===== src/rtl/uart_rx_if.sv =====
// rtl/uart_rx_if.sv - serial line in, received byte and status out
interface uart_rx_if;
    logic       rx;
    logic [7:0] data;
    logic       done;
    logic       busy;
    logic       ferr;

    modport master (input rx, output data, done, busy, ferr);
    modport slave  (output rx, input data, done, busy, ferr);
endinterface


===== src/rtl/uart_rx.sv =====
// rtl/uart_rx.sv - 8N1 UART receiver with mid-bit sampling and framing-error flag
module uart_rx #(
    parameter int          width = 16,
    parameter int unsigned div   = 10417
) (
    input  logic      clk,
    input  logic      arst,
    uart_rx_if.master bus
);
    typedef enum logic [1:0] {IDLE, START, DATA, STOP} state_t;

    localparam logic [width-1:0] half_last = width'((div >> 1) - 1);
    localparam logic [width-1:0] bit_last  = width'(div - 1);

    state_t           state, state_next;
    logic [width-1:0] cnt, cnt_next;
    logic [2:0]       bitn, bitn_next;
    logic [7:0]       sh, sh_next;
    logic [7:0]       data_next;
    logic             ferr_next, done_next;
    logic             rx_m, rx_s, rx_d;

    always_ff @(posedge clk or posedge arst) begin
        if (arst) begin
            rx_m     <= 1'b1;
            rx_s     <= 1'b1;
            rx_d     <= 1'b1;
            state    <= IDLE;
            cnt      <= '0;
            bitn     <= '0;
            sh       <= '0;
            bus.data <= '0;
            bus.ferr <= 1'b0;
            bus.done <= 1'b0;
            bus.busy <= 1'b0;
        end else begin
            rx_m     <= bus.rx;
            rx_s     <= rx_m;
            rx_d     <= rx_s;
            state    <= state_next;
            cnt      <= cnt_next;
            bitn     <= bitn_next;
            sh       <= sh_next;
            bus.data <= data_next;
            bus.ferr <= ferr_next;
            bus.done <= done_next;
            bus.busy <= (state_next != IDLE);
        end
    end

    always_comb begin
        state_next = state;
        cnt_next   = cnt + width'(1);
        bitn_next  = bitn;
        sh_next    = sh;
        data_next  = bus.data;
        ferr_next  = bus.ferr;
        done_next  = 1'b0;
        case (state)
            IDLE: begin
                cnt_next = '0;
                // Edge, not level: a line stuck low must not retrigger.
                if (rx_d && !rx_s) state_next = START;
            end
            START: begin
                if (cnt == half_last) begin
                    cnt_next = '0;
                    if (rx_s) begin
                        state_next = IDLE;
                    end else begin
                        state_next = DATA;
                        bitn_next  = '0;
                    end
                end
            end
            DATA: begin
                if (cnt == bit_last) begin
                    cnt_next = '0;
                    sh_next  = {rx_s, sh[7:1]};
                    if (bitn == 3'd7) state_next = STOP;
                    else              bitn_next  = bitn + 3'd1;
                end
            end
            STOP: begin
                if (cnt == bit_last) begin
                    // Leaving at mid-stop-bit lets a back-to-back start edge be seen.
                    cnt_next   = '0;
                    data_next  = sh;
                    ferr_next  = ~rx_s;
                    done_next  = 1'b1;
                    state_next = IDLE;
                end
            end
            default: begin
                state_next = IDLE;
                cnt_next   = '0;
            end
        endcase
    end
endmodule


===== src/flat_wrapper.sv =====
// flat-port wrapper written by rule: the top's interface ports become plain ports
module uart_rx_flat 
#(
    parameter int          width = 16,
    parameter int unsigned div   = 10417
)
  (clk, arst, bus_rx, bus_data, bus_done, bus_busy, bus_ferr);
  uart_rx_if bus_i ();
  input  logic clk;
  input  logic arst;
  input wire logic [$bits(bus_i.rx)-1:0] bus_rx;
  output wire logic [$bits(bus_i.data)-1:0] bus_data;
  output wire logic [$bits(bus_i.done)-1:0] bus_done;
  output wire logic [$bits(bus_i.busy)-1:0] bus_busy;
  output wire logic [$bits(bus_i.ferr)-1:0] bus_ferr;
  assign bus_i.rx = bus_rx;
  assign bus_data = bus_i.data;
  assign bus_done = bus_i.done;
  assign bus_busy = bus_i.busy;
  assign bus_ferr = bus_i.ferr;
  uart_rx #(.width(width), .div(div)) u_core (.clk(clk), .arst(arst), .bus(bus_i));
endmodule

===== config.mk =====
export PLATFORM = sky130hd
export DESIGN_NAME = uart_rx_flat
export DESIGN_NICKNAME = d
export VERILOG_FILES = /design/src/rtl/uart_rx_if.sv /design/src/rtl/uart_rx.sv /design/src/flat_wrapper.sv
export SDC_FILE = /design/constraint.sdc
export NUM_CORES = 1
export LEC_CHECK = 0
export CORE_ASPECT_RATIO = 1.1
export CORE_MARGIN = 2
export CORE_UTILIZATION = 43
export DETAILED_ROUTE_END_ITERATION = 10
export GPL_TIMING_DRIVEN = 0
export PLACE_DENSITY_LB_ADDON = 0.05
export SLEW_MARGIN = 20
export SYNTH_ARGS = -nofsm -noshare
export SYNTH_HDL_FRONTEND = slang
export SYNTH_SLANG_ARGS = --single-unit

===== constraint.sdc =====
create_clock -name clk -period 1.66 [get_ports clk]
set_input_delay 0.332 -clock clk [delete_from_list [all_inputs] [get_ports clk]]
set_output_delay 0.332 -clock clk [all_outputs]
set_load 0.1 [all_outputs]

== After elaboration in Yosys (flattened, before gate mapping) ==
Cells that the tools add are included.

* Flip-flop bits (word level): 43
* Input port bits: 3
* Word-level logic and storage cells: 50

* Add/subtract/negate cells: 2
* Equality and inequality tests: 10
* Multiplexer cells: 17
* Bitwise operators: 1
* Reduce and logical (&&, ||, !) cells: 9

{| class="wikitable"
|+ Operator list
! operator !! number
|-
| 16-bit case mux with 3 select lines || 1
|-
| 16-bit 2-to-1 mux || 2
|-
| 16-bit by 1-bit adder with 16-bit output, second input constant || 1
|-
| 16-bit by 13-bit == test with 1-bit output, second input constant || 1
|-
| 16-bit by 14-bit == test with 1-bit output, second input constant || 1
|-
| 2-bit 2-to-1 mux || 6
|-
| 3-bit 2-to-1 mux || 4
|-
| 2-bit case mux with 4 select lines || 1
|-
| 3-bit case mux with 2 select lines || 1
|-
| 5-bit AND reduction || 1
|-
| 2-bit == test, second input constant || 2
|-
| 2-bit by 1-bit inequality test with 1-bit output, second input constant || 2
|-
| 2-bit inequality test, second input constant || 2
|-
| 2-bit AND reduction || 2
|-
| 2-bit nonzero test || 2
|-
| 3-bit by 1-bit adder with 3-bit output, second input constant || 1
|-
| 3-bit == test, second input constant || 1
|-
| 2-bit by 1-bit == test with 1-bit output, second input constant || 1
|-
| 2-bit zero test || 1
|-
| 1-bit 2-to-1 mux || 2
|-
| 2-bit OR reduction || 1
|-
| 1-bit logical AND || 1
|-
| 1-bit zero test || 1
|-
| 1-bit inverter || 1
|}

== Longest topological paths before layout ==
* Word-level depth: 5
* Gate-level depth with buffers: 10

== Worst setup path after synthesis ==
No wires, ideal clock.

* Path kind: reg2reg
* Start: register u_core.cnt[3]
* End: register u_core.bus.busy
* Library setup time: 0.128 ns
* Data arrival time: 1.628 ns
* Path slack: -0.095 ns
* Stages on the path, launching flop included: 7
* Clock period less this slack: 1.755 ns
* Cells stage by stage: dfrtp_1 > nor4b_4 > and4_1 > buf_6 > o2bb2ai_2 > a221o_1 > o21bai_1

* Word-level cells in the longest chain between the ends: 4
* Elaborated cells between the ends (all ways): 7
* Classes of those cells: 2 x eq/ne; 4 x mux; 1 x reduce/logical

{| class="wikitable"
|+ Ends and longest elaborated chain
! item !! line !! source
|-
| from (decl) || uart_rx.sv:16 || <nowiki>logic [width-1:0] cnt, cnt_next;</nowiki>
|-
| from (signal assigned) || uart_rx.sv:41 || <nowiki>cnt <= cnt_next;</nowiki>
|-
| 16-bit by 14-bit == test with 1-bit output / 16-bit by 13-bit == test with 1-bit output (equally long branches) || uart_rx.sv:77, uart_rx.sv:85, uart_rx.sv:66 ||
|-
| 2-bit 2-to-1 mux, on equally long branches || uart_rx.sv:85, uart_rx.sv:66, uart_rx.sv:77 ||
|-
| 2-bit case mux with 4 select lines * || uart_rx.sv:59 || <nowiki>case (state)</nowiki>
|-
| net u_core.state_next[0] || uart_rx.sv:15 || <nowiki>state_t state, state_next;</nowiki>
|-
| 2-bit nonzero test * || uart_rx.sv:47 || <nowiki>bus.busy <= (state_next != IDLE);</nowiki>
|-
| to (signal assigned) || uart_rx.sv:47 ||
|-
| to (decl) || uart_rx_if.sv:9 || <nowiki>modport master (input rx, output data, done, busy, ferr);</nowiki>
|}

Mark *: on every way through the listed nets, which the timed path passes. The rest lies on a longest branch.
A chain may end at the register's enable or synchronous reset.

== Worst setup path in the final report ==
* Start: register u_core.cnt[0]
* End: register u_core.bus.busy

Same word-level chain as after synthesis.

==> metrics.md <==
| Metric | Value |
|---|---|
| Initial antenna violation count | `0` |
| FF-to-FF setup slack | `-0.19 ns` |
| Commonest cells after routing, fill and taps aside | `dfrtp_1, buf_4, nor2_1` |
| Number of hold buffers added after cts | `0` |
| Synth Net Count | `192` |
| Clock Latency Late Sink | `0.30 ns` |
| Comb pwr share | `38.4%` |
| Layout fillers | `393` |
| Synth Instances | `181` |
| Fin. max-slew vios | `0` |
| Final core area utilization | `59.49%` |
| Worst stage delay on the critical path | `0.43 ns` |
| Post-DP HPWL | `2835 um` |
| Clock Path Buffers | `2` |
| Top cells by area, synth | `dfrtp_1, mux2_2, ha_1, nor2_1, dfstp_2` |
| Synth Flop Type | `dfrtp_1` |
| EDFF count, synth | `0` |
| Post-route worst setup slack | `-0.1904 ns` |
| CP arrival | `2.03 ns` |
| Nets | `228` |
| CTS sink cnt | `43` |
| Ant. Diodes | `0` |
| Worst-path clk slew | `0.08 ns` |
| Global-route wire length before repair | `7272 um` |
| Unrepaired setup endpoints after global routing | `yes` |
| Syn. warnings | `0` |
| Final Hold Fails | `0` |
| TNS Setup | `-4.429 ns` |
| Switching power share of the total | `35.52%` |
| Vias in the first global route | `1513` |
| # setup viols final | `37` |
| Avg Cell Area, Syn | `11.52 sq um` |
| Via Count | `1450` |
| Cell variety after synth | `39` |
| Synthesized area | `2086 sq um` |
| Avg WL per Cell | `15.77 um` |
| Port buffer count | `13` |
| CP endpoint kind | `flop` |
| Reg2reg end | `u_core.bus.busy$_DFF_PP0_` |
| Crit Path Max Fanout | `8` |
| Initial Util | `44.84%` |
| Routed Wire Length | `4322 um` |
| Multi-input logic area | `1159 sq um` |
| Die X-Extent | `70.41 um` |
| Leading area contributor after synthesis | `dfrtp_1` |
| Drt first pass iters | `4` |
| Root Driver | `clkbuf_8` |
| DR vias/cell | `5.292` |
| Share of the synthesized area in the top cell type | `47.99%` |
| Violated checks | `setup timing` |
| Power Dens Cells | `1072 nW/um^2` |
| CP Cell Sequence | `inv_1 -> ha_2 -> and3b_2 -> and4_1 -> buf_6 -> o2bb2ai_2 -> a221o_1 -> o21bai_1` |
| WP data required | `1.84 ns` |
| Worst VDD drop | `0.5727 mV` |
| Clk network pwr share | `21.8%` |
| Pin count of the biggest net entering global routing | `24` |
| Layout cells sized above 1 | `42.66%` |
| R2r startpoint | `u_core.cnt[0]$_DFF_PP0_` |
| Max Fclk | `0.5404 GHz` |
| Leakage | `1.255 nW` |
| Ys async rst share | `100.0%` |
| CTS tree | `done` |
| Core area | `4652 sq um` |
| Internal Power | `0.001914 W` |
| Flops & latches, synth | `43` |
| Hold Path Class | `in2async` |
| Site Rows | `26` |
| Io pins | `14` |
| Min cycle time layout | `1.850 ns` |
| Setup crit start kind | `flop` |
| DR iter-0 viols | `42` |
| Skew final | `0.007273 ns` |
| Worst Reg2Reg Path Length in Cells | `8` |
| Slew headroom | `63.48%` |
| Global route overflow | `0` |
| Area Growth Syn to Fin | `32.69%` |
| Status | `finished, violations left` |
| Tot GR Track Use | `16.84%` |
| NetSw | `0.001054 W` |
| Register area | `1082 sq um` |
| Die ar. | `5424 sq um` |
| DRC viols | `0` |
| Sequential area share after synthesis | `51.77%` |
| Num CTS Buffers | `5` |
| Worst slew pin tran | `0.5504 ns` |
| CTS HTree Levels | `2` |
| Crit Path Category | `reg2reg` |
| Detail Route Antenna Nets | `0` |
| Max-capacitance violation count | `0` |
| Die Height | `77.05 um` |
| Fin crit share | `111.5%` |
| GPL Wtd Cong | `0.7682` |
| Sequential share of power | `39.8%` |
| Slowest CP cell | `dfrtp_1` |
| Most common cell after layout, fill and taps aside | `dfrtp_1` |
==> critical path: cells and delay by family (launching register included) <==
| kind | cells | cell delay [ns] |
|---|---|---|
| AOI/OAI and AO/OA | 3 | 0.54 |
| DFF | 1 | 0.43 |
| and+or+nand+nor | 2 | 0.37 |
| buffers and inverters | 2 | 0.22 |
| adders and majority gates | 1 | 0.17 |
==> per-layer routing <==
metal | share of wire, % | GRT usage [%] | wire length [um] | vias to the layer above
met5 | 0 | 0 | 0 | -
met4 | 0.88 | 5.192 | 38 | 0
met3 | 2.5 | 4.993 | 106 | 6
met2 | 53 | 28.21 | 2310 | 13
met1 | 43 | 20.82 | 1866 | 721
li1 | - | - | - | 710
==> cells in the mapped netlist, drive strengths merged (3+ instances only) <==
library cell / n
a21oi: 3
and3: 7
and4: 3
buf: 6
dfrtp: 40
dfstp: 3
ha: 8
inv: 8
mux2: 16
nand2: 6
nand2b: 3
nand3: 6
nand4: 5
nor2: 23
nor4b: 4
nor4bb: 4
o21ai: 4
xnor2: 5
xor2: 9
==> cell type report <==
| type | count | share of cell area [%] |
|---|---|---|
| clock buffers | 6 | 2.622 |
| flip-flops and latches | 43 | 39.11 |
| multi-input cells | 124 | 41.86 |
| repair buffers | 28 | 10.13 |
| well taps | 56 | 2.532 |
| inverters | 8 | 1.085 |
| clock inverters | 2 | 0.4521 |
| plain buffers | 7 | 2.215 |
==> power by group through the flow <==
stage                     Sequential (W)  Combinational [W]  Clock [W]
after detailed placement         0.00119           0.000765          0
after CTS                        0.00117           0.000888   0.000673
after global routing             0.00119            0.00123   0.000731
after global placement           0.00118           0.000737          0
final                            0.00118            0.00114   0.000647
after floorplan                  0.00126           0.000506          0
==> metrics by stage <==
stage	worst slack, ns	hold slack (ns)	instance area, sq um	power (W)	std cells
CTS	-0.1994	0.3597	2572	0.002733	264
global route	-0.2757	0.3651	2768	0.003160	274
floorplan	-0.05439	0.3365	2092	0.001768	181
global placement	-0.4446	0.3466	2292	0.001920	250
finish	-0.1904	0.3588	2768	0.002968	274
detailed placement	-0.2702	0.3473	2320	0.001953	251
==> flip-flops by register name, indices dropped and copies added, names as in the netlist <==
register,cells
u_core.bus.ferr,1
u_core.cnt,16
u_core.bus.busy,1
u_core.bus.data,8
u_core.rx_m,1
u_core.state,2
u_core.bitn,3
u_core.bus.done,1
u_core.sh,8
u_core.rx_s,1
u_core.rx_d,1
==> how the worst max path moves through the flow <==
| stage | start | endpoint | slack (ns) |
|---|---|---|---|
| 5_1_grt | u_core.cnt[0]$_DFF_PP0_ | u_core.cnt[7]$_DFF_PP0_ | -0.28 |
| 6_report | u_core.cnt[0]$_DFF_PP0_ | u_core.bus.busy$_DFF_PP0_ | -0.19 |
| 3_3_place_gp | arst | u_core.bus.busy$_DFF_PP0_ | -0.44 |
| 4_1_cts | u_core.cnt[0]$_DFF_PP0_ | u_core.bus.busy$_DFF_PP0_ | -0.20 |
| 2_1_floorplan | u_core.cnt[8]$_DFF_PP0_ | u_core.bus.busy$_DFF_PP0_ | -0.05 |
| 3_5_place_dp | u_core.cnt[0]$_DFF_PP0_ | u_core.bus.busy$_DFF_PP0_ | -0.27 |
==> kinds of logic (layout without fill, tap and decap cells) <==
family	Yosys count	in the layout	share of synthesized area (%)
and+or+nand+nor	68	70	19.86
DFF	43	43	51.77
AOI/OAI and AO/OA	16	16	5.519
muxes	16	16	8.638
buffers and inverters	16	51	3.539
xor gates and xnor gates	14	14	5.879
adders and majority gates	8	8	4.799
==> what timing repair did <==
item,in CTS,in global routing
cloned,1,1
pin swaps,1,10
buffers inserted,5,9
setup endpoints to repair,50,39
gates resized for setup,60,26
Note: power is estimated with default switching activity, not from simulation.
